**config.mk**
```make
export PLATFORM = sky130hd
export DESIGN_NAME = alu_hs
export DESIGN_NICKNAME = d
export VERILOG_FILES = /design/src/rtl/alu_hs.sv
export SDC_FILE = /design/constraint.sdc
export NUM_CORES = 1
export LEC_CHECK = 0
export BUFFER_PORTS_ARGS = -buffer_cell sky130_fd_sc_hd__buf_2
export CAP_MARGIN = 10
export CORE_UTILIZATION = 50
export CTS_CLUSTER_DIAMETER = 40
export DETAILED_ROUTE_END_ITERATION = 6
export MAX_ROUTING_LAYER = met4
export PLACE_DENSITY_LB_ADDON = 0.12
export SETUP_SLACK_MARGIN = 0.05
export SLEW_MARGIN = 20
export SYNTH_ARGS = -nofsm -noshare
export SYNTH_HDL_FRONTEND = slang
export SYNTH_SLANG_ARGS = --single-unit
export TNS_END_PERCENT = 10
```
**constraint.sdc**
```tcl
create_clock -name sysclk -period 4.9 [get_ports sysclk]
set_input_delay 0.245 -clock sysclk [delete_from_list [all_inputs] [get_ports sysclk]]
set_output_delay 0.245 -clock sysclk [all_outputs]
set_load 0.01 [all_outputs]
```
**src/rtl/alu_hs.sv**
```systemverilog
// alu_hs: parametrised valid/ready ALU with status flags.
// One operation in flight; ops 0-6 complete in one cycle, MUL (opcode 7)
// uses a WIDTH-cycle shift-add multiplier when built with ALU_MUL_EN.
// Build option: define ALU_MUL_EN to implement MUL; otherwise opcode 7
// completes immediately with flag_ill set.
module alu_hs #(
   parameter int WIDTH = 8,
   parameter int SHW   = $clog2(WIDTH)
) (
   input  logic             sysclk,
   input  logic             sysrst_n,
   input  logic             in_valid,
   output logic             in_ready,
   input  logic [WIDTH-1:0] a,
   input  logic [WIDTH-1:0] b,
   input  logic [SHW-1:0]   imm,
   input  logic [2:0]       opcode,
   output logic             out_valid,
   input  logic             out_ready,
   output logic [WIDTH-1:0] result,
   output logic             flag_z,
   output logic             flag_c,
   output logic             flag_v,
   output logic             flag_ill
);

   localparam logic [2:0] OP_ADD = 3'd0;
   localparam logic [2:0] OP_SUB = 3'd1;
   localparam logic [2:0] OP_AND = 3'd2;
   localparam logic [2:0] OP_OR  = 3'd3;
   localparam logic [2:0] OP_XOR = 3'd4;
   localparam logic [2:0] OP_SHL = 3'd5;
   localparam logic [2:0] OP_SHR = 3'd6;
`ifdef ALU_MUL_EN
   localparam logic [2:0] OP_MUL = 3'd7;
`endif

   // response record held stable while DONE
   typedef struct packed {
      logic [WIDTH-1:0] res;
      logic             z;
      logic             c;
      logic             v;
      logic             ill;
   } rsp_t;

`ifdef ALU_MUL_EN
   typedef enum logic [1:0] {IDLE, BUSY, DONE} state_t;
`else
   typedef enum logic [1:0] {IDLE, DONE} state_t;
`endif

   state_t           state, state_nxt;
   logic             rdy_en;   // keeps in_ready low until the first edge after reset
   logic             accept;
   rsp_t             rsp_q, rsp_alu;
   logic [WIDTH:0]   sum, diff, shl_w, shr_w;

`ifdef ALU_MUL_EN
   logic [2*WIDTH-1:0] acc, mcand, acc_nxt;
   logic [WIDTH-1:0]   mplier;
   logic [SHW-1:0]     cnt;
   logic               mul_last;

   assign acc_nxt  = mplier[0] ? acc + mcand : acc;
   assign mul_last = (cnt == SHW'(WIDTH - 1));
`endif

   assign accept    = in_valid && in_ready;
   assign in_ready  = (state == IDLE) && rdy_en;
   assign out_valid = (state == DONE);
   assign result    = rsp_q.res;
   assign flag_z    = rsp_q.z;
   assign flag_c    = rsp_q.c;
   assign flag_v    = rsp_q.v;
   assign flag_ill  = rsp_q.ill;

   // single-cycle ops; shifts use one extra bit to catch the last bit shifted out
   always_comb begin
      sum     = {1'b0, a} + {1'b0, b};
      diff    = {1'b0, a} - {1'b0, b};
      shl_w   = {1'b0, b} << imm;
      shr_w   = {b, 1'b0} >> imm;
      rsp_alu = '0;
      case (opcode)
         OP_ADD: begin
            rsp_alu.res = sum[WIDTH-1:0];
            rsp_alu.c   = sum[WIDTH];
            rsp_alu.v   = (a[WIDTH-1] == b[WIDTH-1]) && (sum[WIDTH-1] != a[WIDTH-1]);
         end
         OP_SUB: begin
            rsp_alu.res = diff[WIDTH-1:0];
            rsp_alu.c   = diff[WIDTH];
            rsp_alu.v   = (a[WIDTH-1] != b[WIDTH-1]) && (diff[WIDTH-1] != a[WIDTH-1]);
         end
         OP_AND: rsp_alu.res = a & b;
         OP_OR:  rsp_alu.res = a | b;
         OP_XOR: rsp_alu.res = a ^ b;
         OP_SHL: begin
            rsp_alu.res = shl_w[WIDTH-1:0];
            rsp_alu.c   = shl_w[WIDTH];
         end
         OP_SHR: begin
            rsp_alu.res = shr_w[WIDTH:1];
            rsp_alu.c   = shr_w[0];
         end
         default: begin
`ifndef ALU_MUL_EN
            rsp_alu.ill = 1'b1;
`endif
         end
      endcase
      rsp_alu.z = (rsp_alu.res == '0);
   end

   // state register
   always_ff @(posedge sysclk or negedge sysrst_n) begin
      if (!sysrst_n) begin
         state  <= IDLE;
         rdy_en <= 1'b0;
      end else begin
         state  <= state_nxt;
         rdy_en <= 1'b1;
      end
   end

   // next-state logic
   always_comb begin
      state_nxt = state;
      case (state)
         IDLE: begin
            if (accept) begin
`ifdef ALU_MUL_EN
               state_nxt = (opcode == OP_MUL) ? BUSY : DONE;
`else
               state_nxt = DONE;
`endif
            end
         end
`ifdef ALU_MUL_EN
         BUSY: if (mul_last) state_nxt = DONE;
`endif
         DONE: if (out_ready) state_nxt = IDLE;
         default: state_nxt = IDLE;
      endcase
   end

   // result capture and multiplier iteration
   always_ff @(posedge sysclk or negedge sysrst_n) begin
      if (!sysrst_n) begin
         rsp_q  <= '0;
`ifdef ALU_MUL_EN
         acc    <= '0;
         mcand  <= '0;
         mplier <= '0;
         cnt    <= '0;
`endif
      end else begin
         if (accept) begin
`ifdef ALU_MUL_EN
            if (opcode == OP_MUL) begin
               acc    <= '0;
               mcand  <= {{WIDTH{1'b0}}, a};
               mplier <= b;
               cnt    <= '0;
            end else
`endif
               rsp_q <= rsp_alu;
         end
`ifdef ALU_MUL_EN
         if (state == BUSY) begin
            acc    <= acc_nxt;
            mcand  <= mcand << 1;
            mplier <= mplier >> 1;
            cnt    <= cnt + 1'b1;
            if (mul_last) begin
               rsp_q.res <= acc_nxt[WIDTH-1:0];
               rsp_q.z   <= (acc_nxt[WIDTH-1:0] == '0);
               rsp_q.c   <= |acc_nxt[2*WIDTH-1:WIDTH];
               rsp_q.v   <= 1'b0;
               rsp_q.ill <= 1'b0;
            end
         end
`endif
      end
   end

endmodule

```
==> summary by stage, run 1 <==
Synthesis
The area of the mapped netlist is 2270 sq um. The number of nets in the synthesized netlist is 342. After synthesis, the share of flip-flops with an asynchronous set or reset is 100%. The flip-flop cell with the highest count after synthesis is sky130_fd_sc_hd__dfrtp_1. Counting flops and latches in the post-synthesis netlist gives 14. The mean instance size in the synthesized netlist is 7.83 sq um. The netlist uses 62 different library cells. The instance count of the mapped netlist is 290.

The total of warnings raised by yosys is 0. Counting flops with a built-in enable in the synthesized netlist gives 0. The share of synthesized area occupied by flip-flops and latches is 15.4%.

STA
The worst path needs 2.33 ns of the cycle, external delays included. The total count of hold-check failures in the final report is 0. The total count of max-transition violations in the final report is 0.

The actual transition at the worst max-transition pin is 0.651 ns. For the final routed database, the setup TNS stands at 0 ns. In this run the tightest slew margin relative to its limit is 56.5%. The setup violation total in the final timing report is 0. The highest clock frequency the design can meet is 428 MHz. Setup repair after global routing left no endpoint under its margin. The setup clock skew after layout is 0.00219 ns. Of the available clock period, the critical path in the final layout requires 47.6%.

Cells and area
0 antenna diodes ended up in the layout. Fill cells in the final layout number 435. In the final layout, the multi-input gates occupy 1730 sq um. The post-route standard cell area excluding fillers is 2500 sq um. The total area of sequential cells is 350 sq um. Once layout is complete, the cells apart from fillers number 365. The post-route netlist has 19.5% of its cells at a drive strength greater than 1. At the end of the flow, the number of nets in the layout was 366. Compared with the post-synthesis result, the final layout area differs by 10.2%.

Placement
Once detailed placement completed, the half-perimeter wirelength came to 4930 um. The count of buffers added on input and output ports is 39. Once placement completed, the tool counted placed cells totaling 360. In this run the cell area measured after placement is 2440 sq um. The placer congestion estimate is 0.992.

Drt
The via total after detailed routing is 2246. The count of antenna-violating nets left after detailed routing is 0. In this run, the number of DRC markers left after iteration 0 of detailed routing was 159. The first detailed-routing pass took 4 iterations. The vias per cell is 6.15.

The remaining routing DRC violations is 0. For this block, the routed nets add up to 6190 um of wire. In the final routed layout, each cell accounts on average for 17.0 um.

Clocking
CTS built an H-tree with a depth of 1. The clock tree from TritonCTS is yes. The total clock buffers created by CTS is 3.

The clock net in this run drives a total of 14 sinks. The root buffer cell chosen for the clock tree is sky130_fd_sc_hd__clkbuf_8. The post-CTS clock slew at the launch and capture registers of the worst setup and hold paths is 0.06 ns. The clock latency on the worst-skew pair is 0.24 ns.

The longest clock path from root to sink contains 2 buffers. The number of setup buffers added after CTS is 0.

Setup path
The arrival time at the worst endpoint is 2.47 ns. The endpoint type of the worst setup path is a register. The highest net fanout along the worst path is 10.

STA puts the critical path data required time at 5.04 ns. The worst setup path is launched from an input port. The worst setup path is of the in -> reg kind.

Floorplanning
The floorplan step defined a die boundary enclosing 4820 sq um. Once the floorplan was initialized, standard cells occupied 52.2% of the core. The area of the core region is 4350 sq um.

After floorplanning, the core was divided into 24 placement rows. The die height is 69.4 um. The number of top-level pins is 40. The die extent in x is 69.4 um.

GRT
The via count of the first global-routing pass is 1978. The global router's overall resource usage is 26.7%. Summed over all layers, the global routing overflow is 0. The first global-routing pass estimated 10000 um of wire. The number of antenna violations at the first check in global routing is 0.

Entering global routing, the biggest net connects 40 pins.

Worst hold path
The classification of the worst-slack hold path is in -> reg.

Run status
The run finished with clean final reports.

Flow run
Max-cap violations in this run came to 0.

Power and ir drop
The worst supply voltage drop on vdd is 82.7 uV. For this design the static power due to leakage is 0.00117 uW. In this run the power density over the cells is 204 nW/um^2.
[kinds of logic (layout without fill, tap and decap cells)]
family,Yosys count,in the layout,share of synthesized area [%]
DFF,14,14,15.4
other,1,1,0.165
AOI/OAI and AO/OA,96,96,28.5
adders and majority gates,26,26,15.0
buffers and inverters,46,69,8.21
xor gates and xnor gates,10,10,3.86
muxes,20,20,10.9
and+or+nand+nor,77,77,18.0
[synth_stat cells, types with 4 or more instances]
library cell | count | area (sq um)
sky130_fd_sc_hd__mux2i_1 | 10 | 100
sky130_fd_sc_hd__nand2_1 | 14 | 52.6
sky130_fd_sc_hd__a21oi_1 | 23 | 115
sky130_fd_sc_hd__inv_1 | 25 | 93.8
sky130_fd_sc_hd__clkbuf_1 | 13 | 48.8
sky130_fd_sc_hd__nand2b_1 | 4 | 25.0
sky130_fd_sc_hd__nand3b_1 | 5 | 37.5
sky130_fd_sc_hd__buf_2 | 5 | 25.0
sky130_fd_sc_hd__a211oi_1 | 5 | 37.5
sky130_fd_sc_hd__xnor2_1 | 8 | 70.1
sky130_fd_sc_hd__a31oi_1 | 4 | 25.0
sky130_fd_sc_hd__mux2_2 | 7 | 78.8
sky130_fd_sc_hd__o22ai_1 | 4 | 25.0
sky130_fd_sc_hd__nor2b_1 | 6 | 37.5
sky130_fd_sc_hd__dfrtp_1 | 14 | 350
sky130_fd_sc_hd__ha_1 | 24 | 300
sky130_fd_sc_hd__a22oi_1 | 4 | 30.0
sky130_fd_sc_hd__a22o_1 | 4 | 35.0
sky130_fd_sc_hd__nor2_1 | 23 | 86.3
sky130_fd_sc_hd__o21ai_0 | 21 | 105
[sequential cells by signal, indices dropped and copies added, names as in the netlist]
name      count
flag_v        1
flag_z        1
flag_c        1
rdy_en        1
state         1
flag_ill      1
result        8
[where the power goes]
group | internal, uW | switching [uW]
Clock | 71.0 | 39.1
Sequential | 138 | 9.90
Combinational | 106 | 147
Total | 315 | 196
[worst paths after layout]
kind,from,endpoint,slack [ns],cells after the start
max reg2reg,state[0],flag_z,2.70,6
min reg2reg,result[0],result[0],0.47,2
max,b[2],flag_z,2.57,9
min,out_ready,state[0],0.19,2
max in group asynchronous,sysrst_n,result[0],4.24,2
min in group asynchronous,sysrst_n,rdy_en,0.43,2
[cells in the final DEF (no fill, tap or decap), drive strengths merged, types with 3 or more instances in the layout]
master and instances:
o21ai 21, nor4 3, dfrtp 14, nand4 3, buf 39, mux4 3
a211o 3, nor2b 6, a31oi 4, o21bai 3, clkbuf 4, nor2 23
nor3b 3, mux2i 10, nand2 14, a22oi 4, o22ai 4, xnor2 8
inv 25, a211oi 5, mux2 7, nand2b 4, a21oi 23, nand3 3
nor3 3, ha 24, a22o 4, nand3b 5
[through the flow]
stage                     power (uW)  utilization (%)  hold WS (ns)  setup WS, ns
after floorplan                  319                -       -0.0506          2.62
after global placement           399             56.0         0.152          2.40
after detailed placement         400             56.0         0.155          2.34
after CTS                        511             57.5         0.191          2.59
after global routing             548             57.5         0.195          2.44
final                            510             57.5         0.193          2.57
[repair_timing]
action / 4_1_cts / 5_1_grt
hold buffers: 1 / 0
endpoints found under the hold margin: 14 / 0
gates resized for setup: 0 / 0
[final cells by class]
cell class / count / area share (%)
Clock buffer: 4 / 2.20
Sequential cell: 14 / 14.0
Multi-Input combinational cell: 230 / 69.3
Timing Repair Buffer: 40 / 8.20
Tap cell: 52 / 2.60
Inverter: 25 / 3.75
[layer usage]
| metal | GRT usage [%] | share of wire [%] | wire, um |
|---|---|---|---|
| met2 | 42.2 | 47 | 2880 |
| met5 | - | 0 | 0 |
| met1 | 36.7 | 45 | 2820 |
| met4 | 7.26 | 2.0 | 121 |
| met3 | 2.47 | 6.0 | 373 |
[critical path, stage by stage]
cell,delay (ns)
sky130_fd_sc_hd__buf_2,0.14
sky130_fd_sc_hd__inv_1,0.09
sky130_fd_sc_hd__ha_1,0.41
sky130_fd_sc_hd__or3_1,0.38
sky130_fd_sc_hd__o22ai_1,0.18
sky130_fd_sc_hd__o22ai_1,0.17
sky130_fd_sc_hd__xor2_1,0.18
sky130_fd_sc_hd__a211o_1,0.35
sky130_fd_sc_hd__o41ai_2,0.33
Note: power is estimated with default switching activity, not from simulation.
==> inputs of run 2 (changes only) <==
--- a/config.mk
+++ b/config.mk
@@ -5,6 +5,7 @@
 export SDC_FILE = /design/constraint.sdc
 export NUM_CORES = 1
 export LEC_CHECK = 0
+export ABC_AREA = 1
 export BUFFER_PORTS_ARGS = -buffer_cell sky130_fd_sc_hd__buf_2
 export CAP_MARGIN = 10
 export CORE_UTILIZATION = 50
==> constraint.sdc (replaced) <==
create_clock -name sysclk -period 2.1 [get_ports sysclk]
set_input_delay 0.105 -clock sysclk [delete_from_list [all_inputs] [get_ports sysclk]]
set_output_delay 0.105 -clock sysclk [all_outputs]
set_load 0.01 [all_outputs]
==> summary by stage, run 2 <==
Run status
Run status: complete, no violations (unchanged).

Synthesis
The number of distinct library cells after synthesis was 30 (was 62). The flip-flop and latch count after synthesis came to 14 (unchanged). The flip-flop cell with the highest count after synthesis is sky130_fd_sc_hd__dfrtp_1 (unchanged). Most instantiated cells after synthesis: 137 x sky130_fd_sc_hd__nand2_1, 77 x sky130_fd_sc_hd__nand3_1, 53 x sky130_fd_sc_hd__inv_1 (was 25 x sky130_fd_sc_hd__inv_1, 24 x sky130_fd_sc_hd__ha_1, 23 x sky130_fd_sc_hd__a21oi_1, 23 x sky130_fd_sc_hd__nor2_1, 21 x sky130_fd_sc_hd__o21ai_0).

The area of the mapped netlist is 2440 sq um (was 2270 sq um). The proportion of register bits with asynchronous set or reset after synthesis is 100% (unchanged). The total of warnings raised by yosys was 0 (unchanged). The share of synthesized area occupied by flip-flops and latches came to 14.4% (was 15.4%).

The mean instance size in the synthesized netlist is 5.84 sq um (was 7.83 sq um). The library cell with the highest instance count after synthesis is sky130_fd_sc_hd__nand2_1 (was sky130_fd_sc_hd__inv_1). The net count of the mapped netlist was 469 (was 342). The number of enable-type register cells in the synthesized netlist is 0 (unchanged). The post-synthesis cell type with the largest combined area is sky130_fd_sc_hd__nand2_1 (was sky130_fd_sc_hd__dfrtp_1). Area contributors post-synth: sky130_fd_sc_hd__nand2_1 21%, sky130_fd_sc_hd__nand3_1 16%, sky130_fd_sc_hd__dfrtp_1 14% (was sky130_fd_sc_hd__dfrtp_1 15%, sky130_fd_sc_hd__ha_1 13%, sky130_fd_sc_hd__a21oi_1 5.1%). The instance count of the mapped netlist is 417 (was 290).

The area fraction of the dominant cell type after synthesis is 21.1% (was 15.4%).

STA
The setup clock skew after layout is 0.000805 ns (was 0.00219 ns). RSZ-0062 raised after global routing: false (unchanged). The total count of max-transition violations in the final report came to 0 (unchanged). The final critical delay including setup and external delays is 1.72 ns. The final period utilization is 82.1%. The sum of negative setup slack came to 0 ns (unchanged). The setup violation total in the final timing report is 0 (unchanged). The total count of hold-check failures in the final report is 0 (unchanged). The highest clock frequency the design can meet is 580 MHz.

Drt
The vias per cell is 5.25 (was 6.15). The via total after detailed routing came to 2681 (was 2246). The number of optimization iterations in the first detailed-route pass is 5 (was 4).

The count of antenna-violating nets left after detailed routing was 0 (unchanged). The iteration-0 DRC count of the detailed router is 247 (was 159). The final wirelength is 6880 um (was 6190 um). The routed wire length per instance is 13.5 um (was 17.0 um). The remaining routing DRC violations is 0 (unchanged).

Setup path
The endpoint type of the worst setup path is a register (unchanged). The worst reg2reg path depth is 7 (was 6). The startpoint type of the worst setup path is an input port (unchanged). The critical register-to-register path startpoint was state[0] (unchanged). The arrival time at the worst endpoint is 1.91 ns (was 2.47 ns). The worst reg-to-reg setup slack is 0.73 ns (was 2.70 ns). The required time at the endpoint of the critical path came to 2.29 ns (was 5.04 ns). The highest net fanout along the worst path is 3 (was 10).

The category of the critical setup timing path is in -> reg (unchanged). The endpoint of the worst register-to-register path is flag_z (unchanged).

Worst hold path
The classification of the worst-slack hold path is in -> reg (unchanged). The worst hold endpoint is state[0] (unchanged). The origin of the worst min-delay path is out_ready (unchanged).

The hold-critical path depth came to 2 (unchanged).

Cells and area
The final layout net count is 510 (was 366). The post-route standard cell area excluding fillers was 2730 sq um (was 2500 sq um). The number of antenna repair diodes was 0 (unchanged). The area of the multi-input gates was 1760 sq um (was 1730 sq um). The total area of sequential cells is 350 sq um (unchanged).

Top library cells by usage in the layout, fill and taps aside: 137 x sky130_fd_sc_hd__nand2_1, 77 x sky130_fd_sc_hd__nand3_1, 53 x sky130_fd_sc_hd__inv_1 (was 39 x sky130_fd_sc_hd__buf_2, 25 x sky130_fd_sc_hd__inv_1, 24 x sky130_fd_sc_hd__ha_1). The area growth from synthesis to layout is 12.0% (was 10.2%). The flip-flop count of the largest register, all copies and words added is 8 (unchanged). The share of cells above drive strength 1 is 17.5% (was 19.5%). The commonest non-fill, non-tap cell in the layout was sky130_fd_sc_hd__nand2_1 (was sky130_fd_sc_hd__buf_2). The number of fill cells is 512 (was 435).

Floorplanning
The area of the die was 5160 sq um (was 4820 sq um). The initial cell density of the core was 51.9% (was 52.2%). The number of top-level pins is 40 (unchanged). The die height came to 71.8 um (was 69.4 um). The row count is 25 (was 24). The area of the core region came to 4690 sq um (was 4350 sq um). The die extent in x is 71.8 um (was 69.4 um).

Clocking
The clock tree from TritonCTS is yes (unchanged). The root buffer cell is sky130_fd_sc_hd__clkbuf_8 (unchanged). The number of resized instances in the post-cts repair step came to 0 (unchanged).

The clock latency on the worst-skew pair is 0.25 ns (was 0.24 ns). The total clock sinks was 14 (unchanged). The largest buffer count on any clock path came to 2 (unchanged).

The total clock buffers created by CTS is 3 (unchanged). The number of levels in the clock H-tree came to 1 (unchanged). The post-CTS clock slew at the launch and capture registers of the worst setup and hold paths is 0.06 ns (about the same).

Placement
The final HPWL from detailed placement is 5680 um (was 4930 um). The count of input and output buffers is 39 (unchanged). The post-detailed-placement cell area is 2660 sq um (was 2440 sq um).

The placer congestion estimate is 1.03 (was 0.992).

Flow run
The max-capacitance violation count is 0 (unchanged).

Power and ir drop
The static leakage is 0.00163 uW (was 0.00117 uW). The worst supply voltage drop on vdd came to 199 uV (was 82.7 uV). The power density over cell area was 435 nW/um^2 (was 204 nW/um^2).

GRT
The via count of the first global-routing pass is 2328 (was 1978). The total global routing overflow is 0 (unchanged). The number of antenna violations at the first check in global routing is 0 (unchanged). The global router's overall resource usage is 28.9% (was 26.7%). The pin count of the biggest net entering global routing is 18 (was 40). The global-route wire length before repair was 11300 um (was 10000 um).
## run 2: worst max-delay path: stages
cell and delay (ns):
sky130_fd_sc_hd__buf_2 0.09, sky130_fd_sc_hd__inv_1 0.05, sky130_fd_sc_hd__ha_1 0.22, sky130_fd_sc_hd__fa_1 0.42, sky130_fd_sc_hd__o21ai_1 0.25, sky130_fd_sc_hd__nand3_1 0.12
sky130_fd_sc_hd__nand3_1 0.10, sky130_fd_sc_hd__nand3_1 0.11, sky130_fd_sc_hd__nor2_1 0.14, sky130_fd_sc_hd__nand2_1 0.07, sky130_fd_sc_hd__nor2_1 0.11, sky130_fd_sc_hd__nand3_1 0.08
sky130_fd_sc_hd__nand2_1 0.06
## run 2: per-stage QoR
stage	instances	util [%]	hold slack, ns	power [uW]	setup WS [ns]
floorplan	417	-	-0.191	734	0.516
global placement	506	56.8	0.0159	915	0.145
detailed placement	506	56.8	0.0145	917	0.152
CTS	511	58.2	0.0313	1180	0.396
global route	511	58.2	0.0287	1280	0.149
finish	511	58.2	0.0292	1190	0.376
## run 2: area by class of cell
cell class	count	share of cell area, %
well taps	54	2.48
flip-flops and latches	14	12.8
clock buffers	4	2.02
inverters	60	8.44
multi-input cells	331	64.5
repair buffers	48	9.72
## run 2: worst max path at each step
stage | startpoint | end | slack [ns] | depth (start not counted)
after detailed placement | a[0] | flag_z | 0.15 | 13
after CTS | a[0] | flag_z | 0.40 | 13
final | a[0] | flag_z | 0.38 | 13
after global placement | b[0] | flag_z | 0.14 | 14
after global routing | a[0] | flag_z | 0.15 | 13
after floorplan | a[0] | flag_c | 0.52 | 11
## run 2: cells by family (layout without fill, tap and decap cells)
family,after synthesis,after routing,share of synthesized area (%)
other cells,1,1,0.154
compound gates,26,26,5.54
simple gates,278,278,52.6
flops,14,14,14.4
fa+ha+maj,26,26,14.0
buf+inv,72,112,13.4
## run 2: report_power, final
part           switching, uW  leakage (uW)  internal (uW)
clock network           99.2     0.0000288            166
registers               21.4      0.000180            316
logic                    377       0.00142            208
total                    497       0.00163            690
## run 2: repair_timing
action / in CTS / in global routing
hold buffers: 1 / 0
endpoints found under the hold margin: 14 / 0
buffers inserted: 0 / 0
## run 2: metal layers
| metal | up-vias | global-route usage, % | routed length (um) |
|---|---|---|---|
| li1 | 1399 | - | - |
| met1 | 1165 | 41.2 | 3270 |
| met3 | 10 | 3.38 | 445 |
| met5 | - | - | 0 |
| met4 | 0 | 3.70 | 80 |
| met2 | 107 | 45.2 | 3080 |
==> inputs of run 3 (changes only) <==
==> constraint.sdc (replaced) <==
create_clock -name sysclk -period 1.54 [get_ports sysclk]
set_input_delay 0.077 -clock sysclk [delete_from_list [all_inputs] [get_ports sysclk]]
set_output_delay 0.077 -clock sysclk [all_outputs]
set_load 0.01 [all_outputs]
==> summary by stage, run 3 (synthesis gave the netlist of run 2 again) <==
Run status
Run status: complete, but fails checks (was complete, no violations). The final reports fail on design-rule violations.

Floorplanning
The die extent in x is 71.8 um (unchanged). The initial cell density of the core is 51.9% (unchanged). The row count is 25 (unchanged). The area of the die came to 5160 sq um (unchanged). The area of the core region was 4690 sq um (unchanged). The die height is 71.8 um (unchanged). The number of top-level pins was 40 (unchanged).

Power and ir drop
The power density over cell area is 560 nW/um^2 (was 435 nW/um^2). The clock share of power was 19.6% (was 22.4%). The static leakage is 0.00187 uW (was 0.00163 uW). The switching share of power is 40.9% (was 41.9%). The total net switching power was 743 uW (was 497 uW). The sequential group share of total power is 25.4% (was 28.4%). The worst supply voltage drop on vdd is 387 uV (was 199 uV). The combinational fraction of design power came to 55.0% (was 49.2%). The internal cell power is 1070 uW (was 690 uW).

Cells and area
The flip-flop count of the largest register, all copies and words added came to 8 (unchanged). The number of antenna repair diodes was 0 (unchanged). The post-route standard cell area excluding fillers is 3240 sq um (was 2730 sq um).

Top library cells by usage in the layout, fill and taps aside: 132 x sky130_fd_sc_hd__nand2_1, 71 x sky130_fd_sc_hd__nand3_1, 53 x sky130_fd_sc_hd__buf_4 (was 137 x sky130_fd_sc_hd__nand2_1, 77 x sky130_fd_sc_hd__nand3_1, 53 x sky130_fd_sc_hd__inv_1). The commonest non-fill, non-tap cell in the layout is sky130_fd_sc_hd__nand2_1 (unchanged). The area growth from synthesis to layout is 33.0% (was 12.0%). The final layout net count came to 556 (was 510).

The share of cells above drive strength 1 is 31.2% (was 17.5%).

Placement
The placer congestion estimate is 0.950 (was 1.03). The final HPWL from detailed placement is 6140 um (was 5680 um). The post-detailed-placement cell area is 3000 sq um (was 2660 sq um). The count of input and output buffers is 39 (unchanged). The setup slack at placement is -0.231 ns (was 0.152 ns).

GRT
The via count of the first global-routing pass is 2794 (was 2328). The pin count of the biggest net entering global routing is 18 (unchanged). The global-route wire length before repair is 12400 um (was 11300 um). The global router's overall resource usage is 31.1% (was 28.9%).

The number of antenna violations at the first check in global routing is 0 (unchanged). The total global routing overflow is 0 (unchanged).

Clocking
The number of levels in the clock H-tree is 1 (unchanged). The total clock buffers created by CTS was 3 (unchanged). The largest buffer count on any clock path is 2 (unchanged). The total clock sinks is 14 (unchanged). The post-CTS clock slew at the launch and capture registers of the worst setup and hold paths was 0.06 ns (about the same). The root buffer cell is sky130_fd_sc_hd__clkbuf_8 (unchanged).

The clock tree from TritonCTS is yes (unchanged). The clock latency on the worst-skew pair is 0.25 ns (about the same).

Drt
The number of optimization iterations in the first detailed-route pass is 7 (was 5). The final wirelength is 7670 um (was 6880 um). The remaining routing DRC violations is 1 (was 0).

The via total after detailed routing was 2993 (was 2681). The iteration-0 DRC count of the detailed router is 233 (was 247). The routed wire length per instance is 13.8 um (was 13.5 um). The vias per cell is 5.37 (was 5.25). The count of antenna-violating nets left after detailed routing came to 0 (unchanged).

STA
The setup clock skew after layout is 0.00137 ns (was 0.000805 ns). The worst setup margin came to 0.0719 ns (was 0.376 ns). The total count of max-transition violations in the final report was 0 (unchanged). The highest clock frequency the design can meet is 681 MHz. Counting I/O delays and the setup requirement, the final critical path takes 1.47 ns. The total count of hold-check failures in the final report came to 0 (unchanged). The setup violation total in the final timing report came to 0 (unchanged). RSZ-0062 raised after global routing: true (was false). The final period utilization is 95.3%.

Setup path
The endpoint type of the worst setup path is a register (unchanged). The origin of the worst setup path is a[0] (unchanged). The startpoint type of the worst setup path is an input port (unchanged).

The critical register-to-register path startpoint is state[0] (unchanged). The required time at the endpoint of the critical path is 1.73 ns (was 2.29 ns). The endpoint of the worst register-to-register path is flag_z (unchanged).

The arrival time at the worst endpoint came to 1.65 ns (was 1.91 ns). The worst reg-to-reg setup slack is 0.28 ns (was 0.73 ns). The category of the critical setup timing path is in -> reg (unchanged). The highest net fanout along the worst path is 3 (unchanged). The worst reg2reg path depth was 7 (unchanged).

Worst hold path
The worst hold endpoint is flag_ill (was state[0]). The hold-critical path depth was 3 (was 2). The origin of the worst min-delay path is opcode[0] (was out_ready). The classification of the worst-slack hold path is in -> reg (unchanged).

Flow run
The max-capacitance violation count is 0 (unchanged).
[run 3: cell count changes in the layout (fill, tap and decap cells not counted), moves of 4 or more]
| cell | before | now |
|---|---|---|
| sky130_fd_sc_hd__buf_4 | 8 | 53 |
| sky130_fd_sc_hd__nand3_1 | 77 | 71 |
| sky130_fd_sc_hd__nand3_2 | 7 | 13 |
| sky130_fd_sc_hd__nor2_1 | 34 | 28 |
| sky130_fd_sc_hd__nor2_2 | 6 | 12 |
| sky130_fd_sc_hd__ha_1 | 24 | 19 |
| sky130_fd_sc_hd__ha_4 | 0 | 5 |
| sky130_fd_sc_hd__nand2_1 | 137 | 132 |
| sky130_fd_sc_hd__nand2_2 | 1 | 6 |
| sky130_fd_sc_hd__inv_1 | 53 | 49 |
| sky130_fd_sc_hd__inv_2 | 5 | 9 |
[run 3: how the worst max path moves through the flow]
stage | depth (start not counted) | endpoint
2_1_floorplan | 13 | flag_z
3_3_place_gp | 13 | flag_z
3_5_place_dp | 13 | flag_z
4_1_cts | 13 | flag_z
5_1_grt | 14 | flag_z
6_report | 13 | flag_z
[run 3: critical path, cell delays in order]
cell and delay, ns:
sky130_fd_sc_hd__buf_6 0.08, sky130_fd_sc_hd__inv_2 0.04, sky130_fd_sc_hd__ha_4 0.15, sky130_fd_sc_hd__fa_2 0.39, sky130_fd_sc_hd__o21ai_4 0.19, sky130_fd_sc_hd__nand3_1 0.10
sky130_fd_sc_hd__nand3_1 0.10, sky130_fd_sc_hd__nand3_2 0.10, sky130_fd_sc_hd__nor2_2 0.13, sky130_fd_sc_hd__nand2_1 0.06, sky130_fd_sc_hd__nor2_1 0.09, sky130_fd_sc_hd__nand3_1 0.08
sky130_fd_sc_hd__nand2_1 0.06
[run 3: routing by layer]
| metal | global-route usage [%] | vias to the layer above | wire length [um] |
|---|---|---|---|
| li1 | - | 1504 | - |
| met1 | 40.9 | 1355 | 3490 |
| met2 | 51.0 | 118 | 3540 |
| met3 | 4.08 | 16 | 484 |
| met4 | 6.75 | 0 | 155 |
| met5 | - | - | 0 |
[run 3: area by class of cell]
cell class                 count  area [sq um]
clock buffer                   4          55.1
fill                         461          1450
inverter                      60           230
multi-input combinational    331          1910
sequential                    14           350
tap                           54          67.6
timing repair buffer          94           629
[run 3: through the flow]
| stage | util (%) | total power (uW) | std cells | setup TNS, ns | hold slack, ns |
|---|---|---|---|---|---|
| CTS | 66.5 | 1750 | 557 | 0 | 0.241 |
| detailed placement | 63.9 | 1370 | 550 | -1.32 | -0.0176 |
| floorplan | - | 1000 | 417 | 0 | -0.219 |
| global placement | 63.9 | 1350 | 550 | -1.10 | -0.0199 |
| global route | 69.1 | 1950 | 557 | -0.0124 | 0.279 |
| finish | 69.1 | 1820 | 557 | 0 | 0.241 |
[run 3: repair_timing]
action | CTS | global route
pin swaps | 8 | 17
hold buffers | 2 | 0
endpoints found under the hold margin | 15 | 0
setup endpoints to repair | 1 | 9
cloned | 0 | 0
gates resized for setup | 9 | 30
buffers inserted | 1 | 1
[run 3: power groups by stage]
stage | logic [uW] | registers [uW] | clock network [uW]
2_1_floorplan | 505 | 499 | 0
3_3_place_gp | 888 | 465 | 0
3_5_place_dp | 902 | 467 | 0
4_1_cts | 928 | 462 | 361
5_1_grt | 1100 | 469 | 376
6_report | 999 | 462 | 356
